**src/rtl/ps2_pkg.sv**
```systemverilog
// rtl/ps2_pkg.sv - shared PS/2 host transmitter types and constants
package ps2_pkg;

    typedef enum logic [2:0] {
        IDLE,
        INHIBIT,
        REQ,
        SEND,
        ACK,
        WAIT_REL
    } ps2_tx_state_t;

    localparam logic [7:0] PS2_CMD_RESET  = 8'hFF;
    localparam logic [7:0] PS2_CMD_ENABLE = 8'hF4;
    localparam logic [7:0] PS2_RESP_ACK   = 8'hFA;
    localparam int         PS2_FRAME_BITS = 11;

    function automatic logic odd_parity(input logic [7:0] d);
        return ~^d;
    endfunction

endpackage

```
**src/rtl/ps2_sync_edge.sv**
```systemverilog
// rtl/ps2_sync_edge.sv - 2-FF synchronizer with falling-edge detect for a PS/2 line
module ps2_sync_edge (
    input  logic clk,
    input  logic reset,
    input  logic din,
    output logic level,
    output logic fall
);
    import ps2_pkg::*;

    logic meta;
    logic cur;
    logic prev;

    // Idle PS/2 lines float high, so reset to 1 to avoid a spurious edge.
    always_ff @(posedge clk or negedge reset) begin
        if (!reset) begin
            meta <= 1'b1;
            cur  <= 1'b1;
            prev <= 1'b1;
        end else begin
            meta <= din;
            cur  <= meta;
            prev <= cur;
        end
    end

    assign level = cur;
    assign fall  = prev & ~cur;

endmodule

```
**src/rtl/ps2_host_tx.sv**
```systemverilog
// rtl/ps2_host_tx.sv - PS/2 host-to-device command transmitter (request-to-send)
module ps2_host_tx #(
    parameter int CLK_FREQ_HZ = 50_000_000,
    parameter int INHIBIT_US  = 100,
    parameter int TIMEOUT_US  = 15_000
) (
    input  logic       clk,
    input  logic       reset,
    input  logic       ps2_clk_in,
    input  logic       ps2_data_in,
    output logic       ps2_clk_oe,
    output logic       ps2_data_oe,
    input  logic [7:0] tx_data,
    input  logic       tx_valid,
    output logic       tx_ready,
    output logic       busy,
    output logic       tx_done,
    output logic       tx_err
);
    import ps2_pkg::*;

    localparam int INHIBIT_CYC = CLK_FREQ_HZ / 1_000_000 * INHIBIT_US;
    localparam int TIMEOUT_CYC = CLK_FREQ_HZ / 1_000_000 * TIMEOUT_US;
    localparam int CNT_W       = $clog2(TIMEOUT_CYC + 1);
    localparam logic [CNT_W-1:0] INH_LAST = CNT_W'(INHIBIT_CYC - 1);
    localparam logic [CNT_W-1:0] TO_LAST  = CNT_W'(TIMEOUT_CYC - 1);

    ps2_tx_state_t    state;
    logic [CNT_W-1:0] cnt;
    logic [8:0]       frame;
    logic [3:0]       bit_idx;

    logic clk_level;
    logic clk_fall;
    logic data_level;
    logic data_fall_unused;

    ps2_sync_edge u_clk_sync (
        .clk   (clk),
        .reset (reset),
        .din   (ps2_clk_in),
        .level (clk_level),
        .fall  (clk_fall)
    );

    ps2_sync_edge u_data_sync (
        .clk   (clk),
        .reset (reset),
        .din   (ps2_data_in),
        .level (data_level),
        .fall  (data_fall_unused)
    );

    always_ff @(posedge clk or negedge reset) begin
        if (!reset) begin
            state       <= IDLE;
            cnt         <= '0;
            frame       <= '0;
            bit_idx     <= '0;
            ps2_clk_oe  <= 1'b0;
            ps2_data_oe <= 1'b0;
            tx_ready    <= 1'b1;
            busy        <= 1'b0;
            tx_done     <= 1'b0;
            tx_err      <= 1'b0;
        end else begin
            tx_done <= 1'b0;
            tx_err  <= 1'b0;
            case (state)
                IDLE: begin
                    tx_ready <= 1'b1;
                    if (tx_valid && tx_ready) begin
                        frame      <= {odd_parity(tx_data), tx_data};
                        cnt        <= '0;
                        ps2_clk_oe <= 1'b1;
                        tx_ready   <= 1'b0;
                        busy       <= 1'b1;
                        state      <= INHIBIT;
                    end
                end
                INHIBIT: begin
                    if (cnt == INH_LAST) begin
                        ps2_data_oe <= 1'b1;
                        state       <= REQ;
                    end else begin
                        cnt <= cnt + 1'b1;
                    end
                end
                REQ: begin
                    ps2_clk_oe <= 1'b0;
                    cnt        <= '0;
                    bit_idx    <= '0;
                    state      <= SEND;
                end
                default: begin
                    // Device-clocked phases share one timeout; it beats any edge in the same cycle.
                    cnt <= cnt + 1'b1;
                    if (cnt == TO_LAST) begin
                        ps2_data_oe <= 1'b0;
                        ps2_clk_oe  <= 1'b0;
                        tx_err      <= 1'b1;
                        busy        <= 1'b0;
                        state       <= IDLE;
                    end else begin
                        case (state)
                            SEND: begin
                                if (clk_fall) begin
                                    if (bit_idx == 4'd9) begin
                                        ps2_data_oe <= 1'b0;
                                        state       <= ACK;
                                    end else begin
                                        ps2_data_oe <= ~frame[bit_idx];
                                        bit_idx     <= bit_idx + 1'b1;
                                    end
                                end
                            end
                            ACK: begin
                                if (clk_fall) begin
                                    if (data_level) begin
                                        tx_err <= 1'b1;
                                        busy   <= 1'b0;
                                        state  <= IDLE;
                                    end else begin
                                        state <= WAIT_REL;
                                    end
                                end
                            end
                            WAIT_REL: begin
                                if (clk_level && data_level) begin
                                    tx_done <= 1'b1;
                                    busy    <= 1'b0;
                                    state   <= IDLE;
                                end
                            end
                            default: ;
                        endcase
                    end
                end
            endcase
        end
    end

endmodule
```
**config.mk**
```make
export PLATFORM = sky130hd
export DESIGN_NAME = ps2_host_tx
export DESIGN_NICKNAME = d
export VERILOG_FILES = /design/src/rtl/ps2_pkg.sv /design/src/rtl/ps2_sync_edge.sv /design/src/rtl/ps2_host_tx.sv
export SDC_FILE = /design/constraint.sdc
export NUM_CORES = 1
export LEC_CHECK = 0
export ABC_AREA = 1
export BUFFER_PORTS_ARGS = -buffer_cell sky130_fd_sc_hd__buf_2
export CORE_UTILIZATION = 40
export DETAILED_ROUTE_END_ITERATION = 7
export GPL_TIMING_DRIVEN = 0
export PLACE_DENSITY = 0.68
export SYNTH_ARGS = -nofsm -noshare
export SYNTH_HDL_FRONTEND = slang
export SYNTH_SLANG_ARGS = --single-unit
```
**constraint.sdc**
```tcl
create_clock -name clk -period 1.9 [get_ports clk]
set_input_delay 0.38 -clock clk [delete_from_list [all_inputs] [get_ports clk]]
set_output_delay 0.38 -clock clk [all_outputs]
set_load 0.01 [all_outputs]
```
# Yosys cells after proc, flatten, opt, wreduce, memory -nomap -nowiden
# Cells that the tools add are included.
# W data, S select, Z words.
# word_totals
reg_bits	47
input_bits	13
wordCells	112
# classes
add_sub_neg	2
magnitude_cmp	1
eq_ne	20
muxes	45
n_bitwise	7
reduce_logical	22
# op_table
op	n
$pmux W20 S3	1
$mux W20	2
$mux W3	8
$mux W1	22
$add A20 B1 Y20 const B	1
$eq A20 B13 Y1 const B	1
$eq A20 B20 Y1 const B	1
$ne A6 B6 Y1 const B	3
$pmux W3 S3	2
$mux W4	4
$reduce_bool A3 Y1	3
$ne A4 B3 Y1 const B	2
$pmux W4 S2	1
$reduce_xnor A8 Y1	1
$reduce_and A7 Y1	1
$reduce_bool A7 Y1	1
$eq A3 B2 Y1 const B	2
$eq A3 B3 Y1 const B	2
$ne A2 B2 Y1 const B	3
$ne A6 B3 Y1 const B	1
$not A1 Y1	6
$pmux W1 S2	3
$reduce_and A6 Y1	1
$reduce_or A2 Y1	3
18 further kinds	22

# Longest topological paths before layout
# logic_depth
word_depth	8
depth_mapped	12
ltp_nobuf	12

# Cells and area by module
# Synthesis repeated with hierarchy kept, for this count alone.
# hier_totals
hier_cells	399
area_unflattened_um2	3083.0
# modules_own_cells
module	n_inst	cells_each	area_per_inst_um2	seq_area_each_um2
ps2_host_tx	1	389	2905.3	1052.3
ps2_sync_edge	2	5	88.8	78.8

# Worst setup path after synthesis
# Ideal clock, no wire load.
# synth_timing
kind	reg-to-reg
start	register cnt[0]
end	register state[2]
setup_ns	0.117
arrival_time_ns	1.492
t_required_ns	1.783
slack_ns	0.291
path_stages_with_launch	11
synth_period_minus_slack_ns	1.609
path_cell_list	dfrtp_1 ha_1 nand3_1 nor2_1 nand3_2 nand3_1 nand2_1 nor2_4 nand2_2 nand2_1 nand2_1
# synth_via
elab_chain_cells	3
# synth_lines
item	line_no	rtl
start: declaration	ps2_host_tx.sv:29	logic [CNT_W-1:0] cnt;
start signal: assignment	ps2_host_tx.sv:86	cnt <= cnt + 1'b1;
start signal: assignment	ps2_host_tx.sv:97	cnt <= cnt + 1'b1;
$eq A20 B20 Y1 / $eq A20 B13 Y1 (equally long branches)	ps2_host_tx.sv:98, ps2_host_tx.sv:82	
$ne A6 B3 Y1 (no line), or another cell as far along	--	
$reduce_and A7 Y1 (no line) / $pmux W3 S3 (equally long branches)	--	
end signal: assignment	ps2_host_tx.sv:93	state <= SEND;
end signal: assignment	ps2_host_tx.sv:103	state <= IDLE;
end signal: assignment	ps2_host_tx.sv:110	state <= ACK;
end: declaration	ps2_host_tx.sv:28	ps2_tx_state_t state;
# Parallel ways exist; a longest one is shown, timed or not.
# A chain may end at the register's enable or synchronous reset.

# Final worst setup path
# layout_timing
start	register cnt[0]
end	register cnt[8]
# layout_via
elab_chain_cells	3
# layout_lines
item	line_no
$add A20 B1 Y20 / $eq A20 B13 Y1 (equally long branches)	ps2_host_tx.sv:86, ps2_host_tx.sv:97, ps2_host_tx.sv:82
$mux W20 / $ne A2 B2 Y1 (equally long branches)	--
$pmux W20 S3 / $reduce_and A2 Y1 (equally long branches)	--
# Parallel ways exist; a longest one is shown, timed or not. The select of a mux whose other input is x is not followed.

==> flow_summary_export.csv <==
group,metric,value,unit
floorplan,rows,30,
timing,rsz0062_at_grt,"no",
timing,hold_violations,0,
setup_path,ff2ff_path_depth,11,
pwr,peakVddDrop,0.000665,V
global_routing,grt_pass1_wl,10.9,mm
timing,period_minus_slack,1770,ps
floorplan,die_w,86.5,um
cts,path_clk_slew,90,ps
global_routing,first_global_vias,2389,
outcome,status,"completed",
detailed_routing,dr.pass1.iters,4,
setup_path,path_class,"flop to flop",
timing,fin_crit_sh,0.930,
setup_path,reg2reg_setup_slack,130,ps
floorplan,io_pins,19,
timing,setup-violations-final,0,
place,dpl_cell_area,3070,um^2
detailed_routing,via_count,2532,
timing,clock_skew,7.86,ps
global_routing,antenna_found_initial,0,
place,place_ws,-10.6,ps
cts,htree_levels,2,
setup_path,setup.worst_path.end_class,"flop",
final_layout,syn2layout_area_growth,12.7,%
floorplan,die_area,7480,um^2
logic_synthesis,syn_area,2860,um^2
floorplan,die_h,86.5,um
detailed_routing,post_drt_wl_per_cell,12.3,um
cts,clock-sinks,47,
hold_path,worstHoldStart,"ps2_data_in",
timing,fmax,0.566,GHz
place,portBuffers,18,
floorplan,start_util,0.418,
logic_synthesis,postSynthCellCount,387,
job,cap_viol_max_count,0,
floorplan,coreArea,6830,um^2
global_routing,grt_overflow,0,
timing,finalMaxSlewViolations,0,
setup_path,cp_data_arrival_time,1960,ps
setup_path,worstSetupStartpointType,"flop",
logic_synthesis,synth_area_per_cell,7.38,um^2
setup_path,reg2reg_to,"cnt[8]$_DFFE_PN0P_",
cts,clk_latency,300,ps
timing,setup_slack,132,ps
final_layout,n_fill_cell,711,
global_routing,grtUsageTotal,0.184,
place,routabilityCongestion,0.918,
detailed_routing,wl,6.31,mm
setup_path,crit_required,2090,ps
pwr,power_density,1290,nW/um^2
final_layout,nets,431,
global_routing,grt_max_degree,48,
final_layout,drive_above_1_share,0.173,
final_layout,antenna_cells,0,
place,place_hpwl,4.67,mm
final_layout,mostFrequentLayoutCell,"nand2_1",
logic_synthesis,yosysWarnings,0,
final_layout,fin_cells,512,
pwr,p_total,0.00417,W
logic_synthesis,ys_types,32,
logic_synthesis,ys_seq_area_frac,0.414,
logic_synthesis,synth-seq-cells,47,
place,dp_cells,501,
hold_path,hp-class,"input pin to flop",
detailed_routing,ant_nets,0,
cts,cts.path.max_buffers,2,
pwr,p_leak,1.56,nW
cts,cts_made_buffers,5,
timing,maxSlewHeadroom,0.323,
final_layout,layout_common_cells,"109 x nand2_1, 48 x inv_1, 39 x dfrtp_1",
final_layout,final_area,3220,um^2
cts,cts_tree,"built",
timing,tightest_slew,1010,ps
hold_path,whs_endpoint,"u_data_sync.meta$_DFF_PN1_",
cts,cts-root-buf,"clkbuf_8",
final_layout,postLayoutCoreUtil,0.471,
detailed_routing,drc,0,
logic_synthesis,synth_fp_nets,403,
detailed_routing,drt_iter0_markers,205,
setup_path,r2r-start,"cnt[0]$_DFFE_PN0P_",
detailed_routing,vias_per_cell,4.95,
setup_path,path_max_fanout,10,
hold_path,worstHoldPathCells,1,
flip-flops by register name, indices dropped and copies added, names as in the netlist:
| signal | count |
|---|---|
| u_data_sync.level | 1 |
| tx_ready | 1 |
| ps2_clk_oe | 1 |
| cnt | 20 |
| u_clk_sync.prev | 1 |
| busy | 1 |
| u_clk_sync.meta | 1 |
| tx_done | 1 |
| ps2_data_oe | 1 |
| u_data_sync.meta | 1 |
| bit_idx | 4 |
| tx_err | 1 |
| state | 3 |
| frame | 9 |
| u_clk_sync.level | 1 |
cell families (layout without fill, tap and decap cells):
| kind of cell | after synthesis | count (layout) | synth area share |
|---|---|---|---|
| buffers and inverters | 62 | 91 | 0.0924 |
| DFF | 47 | 47 | 0.414 |
| and+or+nand+nor | 210 | 210 | 0.323 |
| adders and majority gates | 3 | 3 | 0.0131 |
| xor gates and xnor gates | 17 | 17 | 0.0521 |
| AOI/OAI and AO/OA | 48 | 48 | 0.105 |
Yosys cell counts, drive strengths merged:
| cell | instances | area (um^2) |
|---|---|---|
| a21oi | 13 | 65.1 |
| nand3b | 1 | 7.51 |
| or2 | 1 | 6.26 |
| clkbuf | 1 | 3.75 |
| and2 | 1 | 6.26 |
| xnor2 | 7 | 61.3 |
| nand4 | 8 | 50.1 |
| nor3 | 12 | 70.1 |
| nor2 | 38 | 163 |
| nand2 | 110 | 415 |
| xor2 | 10 | 87.6 |
| o22ai | 3 | 37.5 |
| dfrtp | 41 | 1030 |
| o211ai | 2 | 15.0 |
| a31oi | 1 | 6.26 |
| ha | 3 | 37.5 |
| o21ai | 29 | 175 |
| buf | 8 | 61.3 |
| nand3 | 39 | 205 |
| inv | 53 | 199 |
| dfstp | 6 | 158 |
metal layers:
| metal | share of wire | up-vias | GRT usage |
|---|---|---|---|
| met5 | 0 | - | 0 |
| met4 | 0.010 | 0 | 0.0394 |
| met3 | 0.045 | 9 | 0.0333 |
| met2 | 0.46 | 65 | 0.297 |
| met1 | 0.49 | 1165 | 0.258 |
| li1 | - | 1293 | - |
worst max-delay path by stage:
stage	from	endpoint	slack (ps)
3_5_place_dp	cnt[0]$_DFFE_PN0P_	cnt[8]$_DFFE_PN0P_	-10
6_report	cnt[0]$_DFFE_PN0P_	cnt[8]$_DFFE_PN0P_	130
2_1_floorplan	cnt[0]$_DFFE_PN0P_	state[2]$_DFFE_PN0P_	290
4_1_cts	cnt[0]$_DFFE_PN0P_	cnt[8]$_DFFE_PN0P_	30
5_1_grt	state[0]$_DFFE_PN0P_	ps2_clk_oe$_DFFE_PN0P_	9
3_3_place_gp	cnt[0]$_DFFE_PN0P_	cnt[8]$_DFFE_PN0P_	-20
critical path: stages, from the launching register on:
cell and delay [ps]:
dfrtp_2 400, ha_4 180, nand2_1 80, inv_1 60, nand3_1 80, nor2_2 110
nand3_2 110, o21ai_4 230, inv_2 110, buf_6 170, nand4_1 80, nand2_1 60
metrics by stage:
stage | setup TNS, ps | hold WS (ps)
after global placement | -51.8 | 348
after detailed placement | -10.6 | 349
after CTS | 0 | 151
after floorplan | 0 | 84.4
after global routing | 0 | 138
final | 0 | 165
cell type report:
class / instances / area [um^2] / share of cell area
inverter: 53 / 199 / 0.0618
clock buffer: 5 / 68.8 / 0.0214
multi-input combinational: 278 / 1420 / 0.441
tap: 96 / 120 / 0.0373
clock inverter: 3 / 47.5 / 0.0148
sequential: 47 / 1190 / 0.368
timing repair buffer: 21 / 113 / 0.0350
buffer: 9 / 65.1 / 0.0202
where the power goes:
group / total [W] / internal, W / leakage, nW / switching, W
Sequential: 0.00151 / 0.00129 / 0.602 / 0.000216
Clock: 0.000767 / 0.000399 / 0.0587 / 0.000368
Combinational: 0.00190 / 0.000675 / 0.897 / 0.00122
what timing repair did:
action                     in CTS  in global routing
setup endpoints to repair       5                 20
hold buffers                    0                  0
gates resized for setup         1                  3
pin swaps                       0                  2
setup buffers                   0                  3
(Power assumes the default switching activity.)
